**src/rtl/sum4_pkg.sv**
```systemverilog
// Shared types and constants for the sum4_accum window accumulator.
package sum4_pkg;

    localparam int SUM_W = 4;

    typedef enum logic [1:0] {
        IDLE = 2'd0,
        ACC  = 2'd1,
        HOLD = 2'd2
    } state_t;

endpackage

```
**src/rtl/sum4_acc_add.sv**
```systemverilog
// ACC_W-bit accumulate adder with carry-out.
// Define SUM4_ACCUM_SAT_EN to saturate on carry instead of wrapping.
module sum4_acc_add #(
    parameter int ACC_W = 8
) (
    input  logic [ACC_W-1:0] a,
    input  logic [ACC_W-1:0] b,
    output logic [ACC_W-1:0] sum,
    output logic             carry
);

    logic [ACC_W:0] full;

    assign full  = {1'b0, a} + {1'b0, b};
    assign carry = full[ACC_W];

`ifdef SUM4_ACCUM_SAT_EN
    assign sum = full[ACC_W] ? {ACC_W{1'b1}} : full[ACC_W-1:0];
`else
    assign sum = full[ACC_W-1:0];
`endif

endmodule

```
**src/rtl/sum4_accum.sv**
```systemverilog
// Accumulates NUM_SAMPLES 4-bit sums per window, presents total with overflow.
// Optional macro SUM4_ACCUM_SAT_EN selects saturating instead of wrapping adds.
module sum4_accum
    import sum4_pkg::*;
#(
    parameter int NUM_SAMPLES = 4,
    parameter int ACC_W       = 8
) (
    input  logic             clk,
    input  logic             rst_n,
    input  logic             clear,
    input  logic             in_valid,
    input  logic [3:0]       in_sum,
    output logic             in_ready,
    output logic             out_valid,
    input  logic             out_ready,
    output logic [ACC_W-1:0] out_acc,
    output logic             out_ovf
);

    localparam logic [7:0] LAST = 8'(NUM_SAMPLES - 1);

    state_t           state;
    logic [ACC_W-1:0] acc;
    logic [7:0]       cnt;
    logic             ovf;
    logic [ACC_W-1:0] add_res;
    logic             add_carry;
    logic [ACC_W-1:0] in_ext;

    assign in_ext = ACC_W'(in_sum);

    sum4_acc_add #(.ACC_W(ACC_W)) u_add (
        .a     (acc),
        .b     (in_ext),
        .sum   (add_res),
        .carry (add_carry)
    );

    assign in_ready  = (state != HOLD);
    assign out_valid = (state == HOLD);
    assign out_acc   = out_valid ? acc : '0;
    assign out_ovf   = out_valid & ovf;

    always_ff @(posedge clk or negedge rst_n) begin
        if (!rst_n) begin
            state <= IDLE;
            acc   <= '0;
            cnt   <= '0;
            ovf   <= 1'b0;
        end else if (clear) begin
            state <= IDLE;
            acc   <= '0;
            cnt   <= '0;
            ovf   <= 1'b0;
        end else begin
            unique case (state)
                IDLE: begin
                    if (in_valid) begin
                        acc   <= in_ext;
                        cnt   <= 8'd1;
                        ovf   <= 1'b0;
                        state <= (NUM_SAMPLES == 1) ? HOLD : ACC;
                    end
                end
                ACC: begin
                    if (in_valid) begin
                        acc <= add_res;
                        cnt <= cnt + 8'd1;
                        ovf <= ovf | add_carry;
                        if (cnt == LAST) state <= HOLD;
                    end
                end
                HOLD: begin
                    // Result stays frozen until the consumer takes it
                    if (out_ready) begin
                        state <= IDLE;
                        acc   <= '0;
                        cnt   <= '0;
                        ovf   <= 1'b0;
                    end
                end
                default: begin
                    state <= IDLE;
                    acc   <= '0;
                    cnt   <= '0;
                    ovf   <= 1'b0;
                end
            endcase
        end
    end

endmodule

```
**config.mk**
```make
export PLATFORM = sky130hd
export DESIGN_NAME = sum4_accum
export DESIGN_NICKNAME = d
export VERILOG_FILES = /design/src/rtl/sum4_pkg.sv /design/src/rtl/sum4_acc_add.sv /design/src/rtl/sum4_accum.sv
export SDC_FILE = /design/constraint.sdc
export NUM_CORES = 1
export LEC_CHECK = 0
export ABC_AREA = 1
export CORE_UTILIZATION = 60
export CTS_BUF_LIST = sky130_fd_sc_hd__clkbuf_4 sky130_fd_sc_hd__clkbuf_8
export DETAILED_ROUTE_END_ITERATION = 6
export PLACE_DENSITY = 0.87
export SETUP_SLACK_MARGIN = 0.3
export SYNTH_ARGS = -nofsm -noshare
export SYNTH_HDL_FRONTEND = slang
export SYNTH_SLANG_ARGS = --single-unit
```
**constraint.sdc**
```tcl
create_clock -name clk -period 5.4 [get_ports clk]
set_clock_uncertainty 0.2 [all_clocks]
set_input_delay 1.08 -clock clk [delete_from_list [all_inputs] [get_ports clk]]
set_output_delay 1.08 -clock clk [all_outputs]
set_load 0.1 [all_outputs]
```
Word-level counts from Yosys, hierarchy flattened --
Cells that the tools add are included.
Word-level totals: bits in registers 19, bits in latches 0, memory bits (writable) 0, ROM bits 0, logic and storage cells 40, memories 0
Operators by class: add/subtract/negate cells 2, multipliers 0, div/mod/pow operators 0, order comparisons 0, equality and inequality tests 8, shifts and indexed selects 0, mux-type cells 21, bitwise gates (word level) 2, reductions and logical operators 3
Operator list (count):
- 2-to-1 mux 8 bit | 8
- case mux 8 bit (3 select lines) | 2
- 2-to-1 mux 2 bit | 5
- adder 8 x 4 -> 9 bit | 1
- != test 3 bit, second input constant | 3
- adder 8 x 1 -> 8 bit, second input constant | 1
- equality test 8 x 2 -> 1 bit, second input constant | 1
- case mux 2 bit (3 select lines) | 1
- 2-to-1 mux 1 bit | 4
- AND reduction 4 bit | 1
- != test 3 x 2 -> 1 bit, second input constant | 1
- case mux 1 bit (3 select lines) | 1
- AND reduction 3 bit | 1
- equality test 2 x 1 -> 1 bit, second input constant | 1
- equality test 2 bit, second input constant | 1
- logical NOT 2 bit | 1
- != test 2 bit, second input constant | 1
- AND 1 bit | 1
- bitwise OR 1 bit | 1

Longest topological paths before layout --
word-level depth 5, gate-level depth with buffers 9, depth with buffers taken out 9

Hierarchy --
From an unflattened synthesis, not the netlist that was laid out.
Second synthesis, totals: cells, all modules 212, area total of the unflattened synthesis 1425.1 µm²
Modules (own cells, without submodules):
- sum4_accum | instances 1, cells each 153, area each 1081.0 µm², seq. area each 475.5 µm²
- sum4_acc_add | instances 1, cells each 59, area each 344.1 µm², seq. area each 0.0 µm²

Worst setup path after synthesis --
Ideal clock, no wire load.
kind register -> output, start reg state[0], end out out_acc[0], data arrival time 2.703 ns, setup slack 1.417 ns, cell stages (with the launch flop) 4, path buffers 0, path through dfrtp_1 -> inv_2 -> nand2_1 -> nor2_1
On the way: cells in the longest elaborated chain, start to end 2
Ends and longest elaborated chain:
- start, declared | line sum4_accum.sv:23 | state_t state;
- start signal, assigned | line sum4_accum.sv:63 | state <= (NUM_SAMPLES == 1) ? HOLD : ACC;
- equality test 2 bit | line sum4_accum.sv:41 | assign out_valid = (state == HOLD);
- 2-to-1 mux 8 bit | line sum4_accum.sv:42 | assign out_acc = out_valid ? acc : '0;
- end, declared | line sum4_accum.sv:17 | output logic [ACC_W-1:0] out_acc,
No other way between the ends.

Worst setup path in the final report --
start reg state[0], end out out_acc[7]
Same word-level chain as after synthesis.

==> results.py <==
metrics = {
    "clocking": {
        "hold_buffers": 0,
        "cts_resized": 0,
        "clk_latency_ns": 0.30,
        "cts_setup_buffers": 0,
        "numCtsBuffers": 3,
        "cts-root-buf": "clkbuf_4",
        "htreeDepth": 1,
        "cts_tree": "built",
        "clk_pin_slew_ns": 0.12,
        "cts.sinks": 19,
        "clk_path_buf_depth": 2,
    },
    "global_route": {
        "grt_max_degree": 20,
        "grt_pass1_wl_mm": 5.29,
        "first_global_vias": 1271,
        "gr-total-overflow": 0,
        "track_usage_pct": 29.2,
        "antenna_found_initial": 0,
    },
    "routing": {
        "drtPass1Iterations": 4,
        "met2_wirelength_mm": 1.53,
        "antenna_left": 0,
        "met3_wirelength_um": 170,
        "routed.top_layer": "met4",
        "wl_met1_mm": 1.30,
        "wire_per_inst_um": 12.5,
        "vias": 1308,
        "drt_iter0_drc": 35,
        "viasPerCell": 5.30,
        "drt-total-wl_mm": 3.08,
        "drc": 0,
    },
    "synthesis": {
        "synth_fp_nets": 214,
        "synth_top_flop_cell": "dfrtp_1",
        "ys_warn_count": 0,
        "ys_ff_latch": 19,
        "ys_seq_area_share_pct": 35.7,
        "syn_area_mm2": 0.00133,
        "avgSynthCellArea_um2": 6.70,
        "synth_edf_count": 0,
        "synth_async_sr_flop_share_pct": 100,
        "synthDistinctLibCells": 24,
        "syn-instance-count": 199,
    },
    "run_status": {
        "status": "completed",
    },
    "finish": {
        "layout_commonest_cell": "nand2_1",
        "final_cell_mix": "nand2_1 (62), nor2_1 (35), inv_1 (25)",
        "design_area_mm2": 0.00156,
        "diodes": 0,
        "stdcell_count": 247,
        "nets": 236,
        "area_growth_pct": 17.2,
        "final_core_util_pct": 77.2,
        "drive_gt1_share_pct": 9.09,
    },
    "floorplan": {
        "pin_count": 20,
        "die_w_um": 49.1,
        "die_h_um": 49.1,
        "die_area_mm2": 0.00241,
        "row_count": 16,
        "start_util_pct": 65.9,
        "core-area_mm2": 0.00202,
    },
    "power_and_ir_drop": {
        "p_per_area_mw_per_mm2": 206,
        "peakVddDrop_uv": 191,
        "cellLeakagePower_nw": 0.761,
    },
    "critical_path": {
        "critPathRequiredTime_ns": 4.12,
        "crit_start": "state[0]",
        "r2r-end": "acc[6]",
        "reg2reg_slack_ns": 3.39,
        "crit_path_end_kind": "output pin",
        "worst-path-max-fanout": 10,
        "cp_data_arrival_time_ns": 2.45,
        "critPathCapture": "out_acc[7]",
        "critPathKind": "register to output pin",
        "r2r-start": "acc[0]",
        "cp-start-kind": "register",
        "ff2ff_path_depth": 8,
    },
    "job": {
        "max_cap_violations": 0,
    },
    "placed_design": {
        "dp_cells": 243,
        "hpwl_mm": 2.30,
        "globalplace.congestion": 0.877,
        "numPortBuffers": 19,
        "placed_cell_area_mm2": 0.00153,
    },
    "timing": {
        "setup_tns_ns": 0,
        "fin_crit_ns": 3.73,
        "worstMarginPinSlew_ns": 0.969,
        "slew_viol_final": 0,
        "grt_setup_unrepaired": "false",
        "max_slew_margin_pct": 35.2,
        "finalCritPeriodShare_pct": 69.0,
        "max_clock_freq_mhz": 268,
        "setup_viol": 0,
        "finalHoldViolCount": 0,
    },
    "hold_path": {
        "hp-class": "register to register",
    },
}
registers in the layout, indices dropped and copies added (netlist names):
register	cells
ovf	1
state	2
acc	8
cnt	8
cell families after synthesis:
kind of cell	after synthesis	synth area share [%]
fa+ha+maj	6	6.20
simple gates	129	42.0
compound gates	10	4.23
xor+xnor	2	1.31
buf+inv	33	10.6
flops	19	35.7
worst min path at each step:
stage          slack [ns]  cells after the start  start   to
6_report             0.31                      2    ovf  ovf
5_1_grt              0.34                      2    ovf  ovf
4_1_cts              0.31                      2    ovf  ovf
3_5_place_dp         0.27                      2    ovf  ovf
3_3_place_gp         0.27                      2    ovf  ovf
2_1_floorplan        0.25                      2    ovf  ovf
cell type report:
| type | count | area (µm²) |
|---|---|---|
| multi-input combinational | 147 | 716 |
| sequential | 19 | 475 |
| fill | 155 | 460 |
| timing repair buffer | 19 | 190 |
| inverter | 31 | 119 |
| tap | 27 | 33.8 |
| clock buffer | 3 | 22.5 |
| clock inverter | 1 | 5.00 |
worst max-delay path, stage by stage, from the launching register on:
cell	delay, ns
dfrtp_1	0.45
inv_2	0.10
nand2_1	0.24
nor2_1	0.20
clkdlybuf4s50_1	1.15
Yosys cell counts (2+ instances only):
master   count  share of area [%]
a21oi_1      4                1.5
buf_6        2                1.7
dfrtp_1     19                 36
ha_1         5                4.7
inv_1       25                7.0
inv_2        5                1.4
nand2_1     62                 17
nand2_2      2               0.94
nand3_1     17                6.4
nor2_1      35                9.9
nor2_2       3                1.4
nor2_4       3                2.5
nor3_1       4                1.5
o21ai_0      2               0.75
o21ai_1      2               0.75
metal layers:
layer	up-vias	GRT usage, %
met5	-	0
li1	652	-
met1	603	34.2
met2	45	50.7
met4	0	16.2
met3	8	4.36
report_power, final:
| part | internal, mW | switching (mW) | leakage, nW | total, mW |
|---|---|---|---|---|
| logic | 0.0310 | 0.0549 | 0.486 | 0.0859 |
| registers | 0.152 | 0.0100 | 0.258 | 0.162 |
| clock network | 0.0276 | 0.0459 | 0.0177 | 0.0735 |
| total | 0.211 | 0.111 | 0.761 | 0.321 |
metrics by stage:
stage | hold WS [ns] | setup WS [ns] | power [mW]
2_1_floorplan | 0.249 | 1.42 | 0.223
3_3_place_gp | 0.266 | 2.10 | 0.244
3_5_place_dp | 0.273 | 2.03 | 0.249
4_1_cts | 0.308 | 1.68 | 0.322
5_1_grt | 0.335 | 1.55 | 0.346
6_report | 0.309 | 1.67 | 0.321
Note: power is estimated with default switching activity, not from simulation.
